<file path="config.mk">
export PLATFORM = sky130hd
export DESIGN_NAME = axi4_lite_regfile_slave
export DESIGN_NICKNAME = d
export VERILOG_FILES = /design/src/rtl/axi4_lite_pkg.sv /design/src/rtl/axi4_lite_addr_decode.sv /design/src/rtl/axi4_lite_regfile_slave.sv
export SDC_FILE = /design/constraint.sdc
export NUM_CORES = 1
export LEC_CHECK = 0
export CORE_AREA = 4 4 465 467
export DETAILED_ROUTE_END_ITERATION = 8
export DIE_AREA = 0 0 469 471
export PLACE_DENSITY_LB_ADDON = 0.15
export SKIP_LAST_GASP = 1
export SLEW_MARGIN = 20
export SYNTH_ARGS = -nofsm -noshare
export SYNTH_HDL_FRONTEND = slang
export SYNTH_SLANG_ARGS = --single-unit
</file>
<file path="constraint.sdc">
create_clock -name ACLK -period 2.7 [get_ports ACLK]
set_input_delay 0.27 -clock ACLK [delete_from_list [all_inputs] [get_ports ACLK]]
set_output_delay 0.27 -clock ACLK [all_outputs]
set_load 0.1 [all_outputs]
</file>
<file path="src/rtl/axi4_lite_pkg.sv">
// Shared types and decode helpers for the AXI4-Lite register file slave.
// Response codes, channel FSM states and address-decode width functions.
package axi4_lite_pkg;

  typedef enum logic [1:0] {
    RESP_OKAY   = 2'b00,
    RESP_EXOKAY = 2'b01,
    RESP_SLVERR = 2'b10,
    RESP_DECERR = 2'b11
  } resp_t;

  typedef enum logic [1:0] {
    W_IDLE,
    W_GOT_AW,
    W_GOT_W,
    W_RESP
  } wr_state_t;

  typedef enum logic {
    R_IDLE,
    R_RESP
  } rd_state_t;

  function automatic int lsb_f(input int dw);
    return $clog2(dw / 8);
  endfunction

  function automatic int idx_w_f(input int n);
    return (n > 1) ? $clog2(n) : 1;
  endfunction

endpackage

</file>
<file path="src/rtl/axi4_lite_addr_decode.sv">
// Combinational AXI4-Lite address decode: byte address to word index,
// in-range flag and read-only flag.
module axi4_lite_addr_decode
  import axi4_lite_pkg::*;
#(
  parameter int                 ADDR_WIDTH = 32,
  parameter int                 DATA_WIDTH = 32,
  parameter int                 NUM_REGS   = 16,
  parameter logic [NUM_REGS-1:0] RO_MASK   = '0,
  localparam int                IDX_W      = idx_w_f(NUM_REGS)
) (
  input  logic [ADDR_WIDTH-1:0] addr,
  output logic [IDX_W-1:0]      idx,
  output logic                  in_range,
  output logic                  ro
);

  localparam int LSB = lsb_f(DATA_WIDTH);

  // Byte-offset and high address bits are don't-care.
  logic unused_addr;
  assign unused_addr = ^addr;

  assign idx = addr[LSB +: IDX_W];

  always_comb begin
    in_range = 1'b0;
    ro       = 1'b0;
    for (int i = 0; i < NUM_REGS; i++) begin
      if (idx == IDX_W'(i)) begin
        in_range = 1'b1;
        ro       = RO_MASK[i];
      end
    end
  end

endmodule

</file>
<file path="src/rtl/axi4_lite_regfile_slave.sv">
// AXI4-Lite slave terminating all five channels into a register bank
// with byte strobes, hardware-sourced read-only registers and write pulses.
module axi4_lite_regfile_slave
  import axi4_lite_pkg::*;
#(
  parameter int                  ADDR_WIDTH = 32,
  parameter int                  DATA_WIDTH = 32,
  parameter int                  NUM_REGS   = 16,
  parameter logic [NUM_REGS-1:0] RO_MASK    = '0
) (
  input  logic                           ACLK,
  input  logic                           ARESET,
  input  logic [ADDR_WIDTH-1:0]          AWADDR,
  input  logic [2:0]                     AWPROT,
  input  logic                           AWVALID,
  output logic                           AWREADY,
  input  logic [DATA_WIDTH-1:0]          WDATA,
  input  logic [DATA_WIDTH/8-1:0]        WSTRB,
  input  logic                           WVALID,
  output logic                           WREADY,
  output logic [1:0]                     BRESP,
  output logic                           BVALID,
  input  logic                           BREADY,
  input  logic [ADDR_WIDTH-1:0]          ARADDR,
  input  logic [2:0]                     ARPROT,
  input  logic                           ARVALID,
  output logic                           ARREADY,
  output logic [DATA_WIDTH-1:0]          RDATA,
  output logic [1:0]                     RRESP,
  output logic                           RVALID,
  input  logic                           RREADY,
  output logic [NUM_REGS*DATA_WIDTH-1:0] reg_q,
  input  logic [NUM_REGS*DATA_WIDTH-1:0] hw_in,
  output logic [NUM_REGS-1:0]            wr_pulse
);

  localparam int STRB_W = DATA_WIDTH / 8;
  localparam int IDX_W  = idx_w_f(NUM_REGS);

  logic [NUM_REGS-1:0][DATA_WIDTH-1:0] regs_q, regs_d;
  wr_state_t wr_q, wr_d;
  rd_state_t rd_q, rd_d;
  logic [ADDR_WIDTH-1:0] awaddr_q, awaddr_d;
  logic [DATA_WIDTH-1:0] wdata_q, wdata_d;
  logic [STRB_W-1:0]     wstrb_q, wstrb_d;
  logic [2:0]            awprot_q, awprot_d;
  logic [2:0]            arprot_q, arprot_d;
  resp_t                 bresp_q, bresp_d;
  resp_t                 rresp_q, rresp_d;
  logic [DATA_WIDTH-1:0] rdata_q, rdata_d;
  logic [NUM_REGS-1:0]   pulse_q, pulse_d;

  logic                  aw_hs, w_hs, ar_hs, commit;
  logic [ADDR_WIDTH-1:0] aw_addr;
  logic [DATA_WIDTH-1:0] w_data;
  logic [STRB_W-1:0]     w_strb;
  logic [IDX_W-1:0]      aw_idx, ar_idx;
  logic                  aw_inr, aw_ro, ar_inr, ar_ro;

  // Protection bits are recorded but grant no access rights.
  logic unused_prot;
  assign unused_prot = ^{awprot_q, arprot_q};

  // Readies held low on the reset cycle itself.
  assign AWREADY = ~ARESET & ((wr_q == W_IDLE) | (wr_q == W_GOT_W));
  assign WREADY  = ~ARESET & ((wr_q == W_IDLE) | (wr_q == W_GOT_AW));
  assign ARREADY = ~ARESET & (rd_q == R_IDLE);
  assign BVALID  = (wr_q == W_RESP);
  assign RVALID  = (rd_q == R_RESP);
  assign BRESP   = bresp_q;
  assign RRESP   = rresp_q;
  assign RDATA   = rdata_q;
  assign reg_q   = regs_q;
  assign wr_pulse = pulse_q;

  assign aw_hs = AWVALID & AWREADY;
  assign w_hs  = WVALID & WREADY;
  assign ar_hs = ARVALID & ARREADY;

  assign aw_addr = (wr_q == W_GOT_AW) ? awaddr_q : AWADDR;
  assign w_data  = (wr_q == W_GOT_W) ? wdata_q : WDATA;
  assign w_strb  = (wr_q == W_GOT_W) ? wstrb_q : WSTRB;

  axi4_lite_addr_decode #(
    .ADDR_WIDTH (ADDR_WIDTH),
    .DATA_WIDTH (DATA_WIDTH),
    .NUM_REGS   (NUM_REGS),
    .RO_MASK    (RO_MASK)
  ) u_aw_dec (
    .addr     (aw_addr),
    .idx      (aw_idx),
    .in_range (aw_inr),
    .ro       (aw_ro)
  );

  axi4_lite_addr_decode #(
    .ADDR_WIDTH (ADDR_WIDTH),
    .DATA_WIDTH (DATA_WIDTH),
    .NUM_REGS   (NUM_REGS),
    .RO_MASK    (RO_MASK)
  ) u_ar_dec (
    .addr     (ARADDR),
    .idx      (ar_idx),
    .in_range (ar_inr),
    .ro       (ar_ro)
  );

  always_comb begin
    wr_d     = wr_q;
    awaddr_d = awaddr_q;
    wdata_d  = wdata_q;
    wstrb_d  = wstrb_q;
    awprot_d = awprot_q;
    bresp_d  = bresp_q;
    regs_d   = regs_q;
    pulse_d  = '0;
    commit   = 1'b0;
    unique case (wr_q)
      W_IDLE: begin
        if (aw_hs && w_hs) begin
          commit   = 1'b1;
          awprot_d = AWPROT;
        end else if (aw_hs) begin
          awaddr_d = AWADDR;
          awprot_d = AWPROT;
          wr_d     = W_GOT_AW;
        end else if (w_hs) begin
          wdata_d = WDATA;
          wstrb_d = WSTRB;
          wr_d    = W_GOT_W;
        end
      end
      W_GOT_AW: commit = w_hs;
      W_GOT_W: begin
        if (aw_hs) begin
          commit   = 1'b1;
          awprot_d = AWPROT;
        end
      end
      W_RESP: if (BREADY) wr_d = W_IDLE;
      default: wr_d = W_IDLE;
    endcase
    if (commit) begin
      wr_d = W_RESP;
      if (!aw_inr) begin
        bresp_d = RESP_DECERR;
      end else if (aw_ro) begin
        bresp_d = RESP_SLVERR;
      end else begin
        bresp_d = RESP_OKAY;
        for (int i = 0; i < NUM_REGS; i++) begin
          if (aw_idx == IDX_W'(i)) begin
            pulse_d[i] = 1'b1;
            for (int b = 0; b < STRB_W; b++) begin
              if (w_strb[b]) regs_d[i][b*8 +: 8] = w_data[b*8 +: 8];
            end
          end
        end
      end
    end
  end

  // Reads sample regs_q, so a same-edge commit is not yet visible.
  always_comb begin
    rd_d     = rd_q;
    rdata_d  = rdata_q;
    rresp_d  = rresp_q;
    arprot_d = arprot_q;
    unique case (rd_q)
      R_IDLE: begin
        if (ar_hs) begin
          rd_d     = R_RESP;
          arprot_d = ARPROT;
          rdata_d  = '0;
          rresp_d  = ar_inr ? RESP_OKAY : RESP_DECERR;
          for (int i = 0; i < NUM_REGS; i++) begin
            if (ar_inr && ar_idx == IDX_W'(i)) begin
              rdata_d = ar_ro ? hw_in[i*DATA_WIDTH +: DATA_WIDTH]
                              : regs_q[i];
            end
          end
        end
      end
      R_RESP: if (RREADY) rd_d = R_IDLE;
      default: rd_d = R_IDLE;
    endcase
  end

  always_ff @(posedge ACLK) begin
    if (ARESET) begin
      wr_q     <= W_IDLE;
      rd_q     <= R_IDLE;
      regs_q   <= '0;
      awaddr_q <= '0;
      wdata_q  <= '0;
      wstrb_q  <= '0;
      awprot_q <= '0;
      arprot_q <= '0;
      bresp_q  <= RESP_OKAY;
      rresp_q  <= RESP_OKAY;
      rdata_q  <= '0;
      pulse_q  <= '0;
    end else begin
      wr_q     <= wr_d;
      rd_q     <= rd_d;
      regs_q   <= regs_d;
      awaddr_q <= awaddr_d;
      wdata_q  <= wdata_d;
      wstrb_q  <= wstrb_d;
      awprot_q <= awprot_d;
      arprot_q <= arprot_d;
      bresp_q  <= bresp_d;
      rresp_q  <= rresp_d;
      rdata_q  <= rdata_d;
      pulse_q  <= pulse_d;
    end
  end

endmodule

</file>
# After elaboration in Yosys (flattened, before gate mapping)
# Index checks and enable logic that the tools add are counted.
# Widths: inputs -> output; s select.
# totals
regBits	609
latchBits	0
ram_bits	0
mem_bits_ro	0
input_bits	625
out_inout_bits	569
wordCells	293
mem_count	0
# classes
add_sub_neg	0
mul	0
div	0
n_lt_le_gt_ge	0
n_eq_ne	36
n_shift	0
n_mux	80
n_bitwise	14
n_reduce_logical	90
# ops
operator	count
$mux 32	17
$reduce_and 4->1	66
$eq 4x4->1 const B	16
$mux 1	51
$eq 4x3->1 const B	8
$logic_and 1x1->1	17
$eq 4x2->1 const B	4
$mux 2	7
$eq 4x1->1 const B	2
$logic_not 4->1	2
$and 1x1->1	6
$mux 6	1
$not 1->1	6
$eq 2x2->1 const B	2
$mux 4	1
$ne 4x4->1 const B	1
$pmux 2 s2	1
$ne 3x1->1 const B	1
$ne 3x3->1 const B	1
$pmux 1 s3	1
$reduce_and 3->1	1
$reduce_bool 3->1	1
$reduce_or 3->1	1
$eq 2x1->1 const B	1
other kinds (4)	5

# Depth between registers and ports, before layout
# depth
depth_word	34
depth_mapped	9
depth_no_buf	5

# Cells and area by module
# Synthesis repeated with hierarchy kept, for this count alone.
# unflattened
hier_cells	3563
area_unflattened_um2	33184.3
# modules_own_cells
mod	n_inst	cells_per_inst	area_each_um2	seq_area_each_um2
axi4_lite_regfile_slave	1	3547	33079.2	12692.2
axi4_lite_addr_decode	2	8	52.6	0.0

# Least setup slack after synthesis
# Ideal clock, no wire load.
# synth_path
kind	reg-to-reg
start	register wr_q[0]
end	register wdata_q[23]
setup_time_ns	0.070
arrival_ns	2.823
required_time_ns	2.630
path_slack_ns	-0.193
stages_incl_launch_ff	8
n_path_buf	3
synth_period_minus_slack_ns	2.893
path_cell_list	dfxtp_1 > buf_2 > nor2_1 > and3_1 > clkbuf_1 > clkbuf_1 > nand2_1 > a21oi_1
# synth_via
elab_chain_cells	7
word_cells_on_any_way	13
cone_classes	eq/ne: 2; bitwise: 8; reduce/logical: 3
# synth_lines
element	line	source
start: declaration	axi4_lite_regfile_slave.sv:41	wr_state_t wr_q, wr_d;
start signal: assignment	axi4_lite_regfile_slave.sv:204	wr_q <= wr_d;
$eq 2x2->1 or $logic_not 2->1 (tied branches)	-	
$or 1x1->1 *	axi4_lite_regfile_slave.sv:65	assign AWREADY = ~ARESET & ((wr_q == W_IDLE) | (wr_q == W_GOT_W));
$and 1x1->1 *	axi4_lite_regfile_slave.sv:65	
net AWREADY	axi4_lite_regfile_slave.sv:16	output logic AWREADY,
$and 1x1->1 *	axi4_lite_regfile_slave.sv:76	assign aw_hs = AWVALID & AWREADY;
$logic_and 1x1->1	axi4_lite_regfile_slave.sv:120	if (aw_hs && w_hs) begin
$not 1->1 (no line)	-	
$reduce_and 4->1 (no line) *	-	
end signal: assignment	axi4_lite_regfile_slave.sv:208	wdata_q <= wdata_d;
end: declaration	axi4_lite_regfile_slave.sv:44	logic [DATA_WIDTH-1:0] wdata_q, wdata_d;
# Mark *: on every way through the listed nets, which the timed path passes. The rest lies on a longest branch.
# A chain may end at the register's enable or synchronous reset.

# Final worst setup path
# layout_path
start	register wr_q[0]
end	register regs_q (netlist bit reg_q[459])
# layout_via
elab_chain_cells	20
word_cells_on_any_way	49
cone_classes	eq/ne: 17; mux: 22; bitwise: 6; reduce/logical: 4
# layout_lines
element	line	source
$eq 2x1->1	axi4_lite_regfile_slave.sv:66, axi4_lite_regfile_slave.sv:80, axi4_lite_regfile_slave.sv:118	
$mux 6	axi4_lite_regfile_slave.sv:80	assign aw_addr = (wr_q == W_GOT_AW) ? awaddr_q : AWADDR;
$logic_not 4->1	axi4_lite_addr_decode.sv:30	if (idx == IDX_W'(i)) begin
$mux 1 (16 in series)	axi4_lite_addr_decode.sv:30	
$reduce_and 4->1 (no line)	-	
end signal: assignment	axi4_lite_regfile_slave.sv:206	regs_q <= regs_d;
end: declaration	axi4_lite_regfile_slave.sv:40	logic [NUM_REGS-1:0][DATA_WIDTH-1:0] regs_q, regs_d;
# Parallel ways exist; a longest one is shown, timed or not.

==> summary.txt <==
Cells and area
  – Final Core Density: 19.44%
  – Nets: around 4400
  – Share of cells above drive strength 1: 31.98%
  – Fillcell total: 23442
  – Synth-to-layout area growth: 45.84%
  – Finished Layout Cells: approximately 6600

Placement
  – Final Wtd Congestion: 0.8566
  – Port Buffers: approximately 620
  – Post-DP HPWL: 166700 um
  – Post-Place Cells: 6463

Floorplan
  – Die area: approximately 0.22 mm2
  – Chip height: 471 um
  – Chip Width: 469 um
  – # IOs: 1194
  – # rows: 169
  – Core ar.: 0.2117 mm2
  – Initial Util: a little over an eighth

Yosys
  – Register area share after synthesis: 42.93%
  – Post-Syn Nets: 3679
  – Compound-Gate Fraction of Synth Area: 22.73%
  – Async SR Flop Fraction: 0%
  – Adder-cell share of the synthesized area: 0%
  – Simple logic cell fraction of the synthesized area: between 10% and 20%
  – Top cells by area, synth: dfxtp_1, mux2i_1, a211oi_1
  – Ys flop type: dfxtp_1
  – Combinational family with the most area after synthesis: compound AO/OA/AOI/OAI gates
  – Mapped Area: between 0.02 and 0.03 mm2
  – Synth area leader: dfxtp_1
  – Count leader, synth: nor2_1
  – Synth Area in XOR/XNOR: 0%
  – Mux cell area share after synthesis: between 10% and 20%
  – FF+latch count, synth: 605
  – Avg Synthesized Cell Area: 9.237 um2
  – EDFF count, synth: 0
  – Gate Count Post-Synth: slightly above 3000
  – Proportion of netlist area held by the largest area contributor: a little over two fifths
  – Synth warn: 0
  – Post-synth cell types: a little over 70
  – Synth cell count leaders: nor2_1, dfxtp_1, a211oi_1

Clock tree
  – Clock buffer depth: 3
  – Cts bufs inserted: 84
  – Clk Tree Root Cell: clkbuf_16
  – Setup Buffers After CTS: 0
  – CTS tree: built
  – Sink Count: 605
  – Skew-Pair Late Insertion Delay: 0.72 ns
  – Clock transition at the registers of the reported paths: 0.06 ns
  – Number of H-tree levels: 3

STA
  – Highest clock rate: 390.9 MHz
  – Max-slew violations: 0
  – Post-layout minimum cycle time: 2.558 ns
  – Final hold violations: 0
  – Hold_ws: ~0.16 ns
  – Fin crit share: 94.74%
  – Worst clock skew: 0.04454 ns
  – Worst Tran Pin Value: 1.162 ns
  – TNS Setup: 0 ns
  – # setup viols final: 0
  – RSZ-0062 raised after global routing: no
  – Slew margin rel.: 22.56%

Detailed routing
  – Total iterations of the first detailed-routing run: 8
  – Antenna viol nets, final: 0
  – Remaining DRCs: 0
  – Drt via density: ~4.1
  – DR WL/cell: 31.87 um
  – Via count: 27396
  – Drt total wl: approximately 210000 um
  – Initial DRC Count: about 1900

Worst setup path
  – Critical path startpoint category: flop
  – Reg2Reg Setup Slack: 0.14 ns
  – WP data arrival: 3.16 ns
  – RR Startpoint: wr_q[0]
  – Crit path kind: flop to flop
  – Reg2Reg Capture Point: reg_q[459]
  – Max FO, Critical Path: 21
  – WP data required: approximately 3.3 ns
  – R2R depth: 8
  – Setup crit end kind: flop

Global route
  – GRT overflow: 0
  – Antenna violations before repair: 36
  – Aggregate global-route resource usage: between 10% and 20%
  – Vias in the first global route: about 27000
  – First-pass GRT wire length: ~270000 um
  – GR peak layer: met2
  – Met2 GRT Util: 31.16%
  – Largest net degree at the start of global routing: about 170
  – M1 GR Usage: 20.04%
  – M3 GR Usage: 8.899%

Power and ir drop
  – Power Total: 0.02422 W
  – Peak supply drop: 0.0004702 V
  – Pleak: 15.87 nW
  – Pwr/cell area: ~590 mW/mm2

Hold path
  – Worst Hold Endpoint: wdata_q[20]
  – Hold crit path type: primary input to flop
  – Critical hold path startpoint: WDATA[20]
  – WHS Path Cells: 3

Outcome
  – Status: finished clean

Job
  – Max-cap violations: 0
-- per-stage QoR --
| stage | setup WS (ns) | area (um2) |
|---|---|---|
| final | 0.1421 | 41140 |
| after global routing | 0.001573 | 41130 |
| after CTS | 0.03290 | 41120 |
| after detailed placement | -0.1850 | 38300 |
| after global placement | -0.1724 | 38300 |
| after floorplan | 0.1096 | 28210 |
-- critical path: stages (launching register included) --
cell and delay, ns:
dfxtp_1 0.35, and2_4 0.19, or4_4 0.52, buf_12 0.19, buf_12 0.22, nor4_4 0.42
buf_4 0.25, nor2_1 0.05, a211oi_1 0.22
-- registers in the layout (all words and copies together) (netlist names) --
signal and cells:
RVALID 1, wr_q 2, BRESP 1, wr_pulse 16
wstrb_q 4, awaddr_q 4, RDATA 32, wdata_q 32
reg_q 512, RRESP 1
-- worst max-delay path by stage --
stage	to	cells after the start	start	slack [ns]
finish	reg_q[459]	8	wr_q[0]	0.14
global route	reg_q[79]	10	wr_q[0]	0.002
CTS	reg_q[75]	8	wr_q[1]	0.03
detailed placement	reg_q[77]	9	WVALID	-0.19
global placement	reg_q[75]	9	WVALID	-0.17
floorplan	ARREADY	5	ARESET	0.11
-- cells in the final DEF (no fill, tap or decap), types with 8 or more instances in the layout --
master and instances:
nor2b_1 13, nand2b_1 31, nor3_1 19, a21oi_1 114, clkdlybuf4s50_1 45, a2bb2oi_1 21, clkbuf_8 22, o22ai_1 44
o2bb2ai_1 23, a211oi_1 325, nand3_1 15, buf_12 80, a211oi_2 73, mux2_2 54, o221ai_1 20, o21ai_0 94
nor4_4 48, dfxtp_1 604, a22oi_1 29, or4b_1 8, inv_1 17, clkbuf_1 13, nand4b_1 10, and3_1 12
a2111oi_0 8, and3b_1 8, mux2i_1 243, buf_4 769, a221oi_1 17, o211ai_1 15, clkbuf_16 84, nand2_1 131
nor2_1 616, clkinv_2 17, a31oi_1 12
-- cells by family (layout without fill, tap and decap cells) --
logic type / count (synthesis) / count (layout)
muxes: 306 / 306
AOI/OAI and AO/OA: 858 / 858
buffers and inverters: 326 / 1068
DFF: 605 / 605
other: 0 / 5
and+or+nand+nor: 959 / 959
-- power by group --
group          switching [W]  internal, W  leakage [nW]
registers          0.0000910      0.00903          4.88
logic                0.00255     0.000902          9.59
clock network        0.00490      0.00675          1.40
total                0.00754       0.0167          15.9
-- metal layers --
layer	up-vias	share of wire, %
met5	-	0.034
met4	12	3.6
met3	246	11
met2	1043	48
met1	13529	37
li1	12566	-
-- area by class of cell --
| cell class | count | area, um2 | share of cell area, % |
|---|---|---|---|
| diodes | 5 | 12.51 | 0.03041 |
| repair buffers | 898 | 7876 | 19.15 |
| clock inverters | 34 | 357.8 | 0.8698 |
| inverters | 17 | 63.81 | 0.1551 |
| multi-input cells | 2123 | 14730 | 35.81 |
| flip-flops and latches | 605 | 12110 | 29.44 |
| well taps | 2821 | 3530 | 8.580 |
| clock buffers | 119 | 2454 | 5.964 |
-- timing repair --
item | in CTS | in global routing
hold endpoints to repair | 1 | 0
resized for setup | 0 | 2
hold buffers | 1 | 0
setup endpoints to repair | 0 | 12
Note: power is estimated with default switching activity, not from simulation.
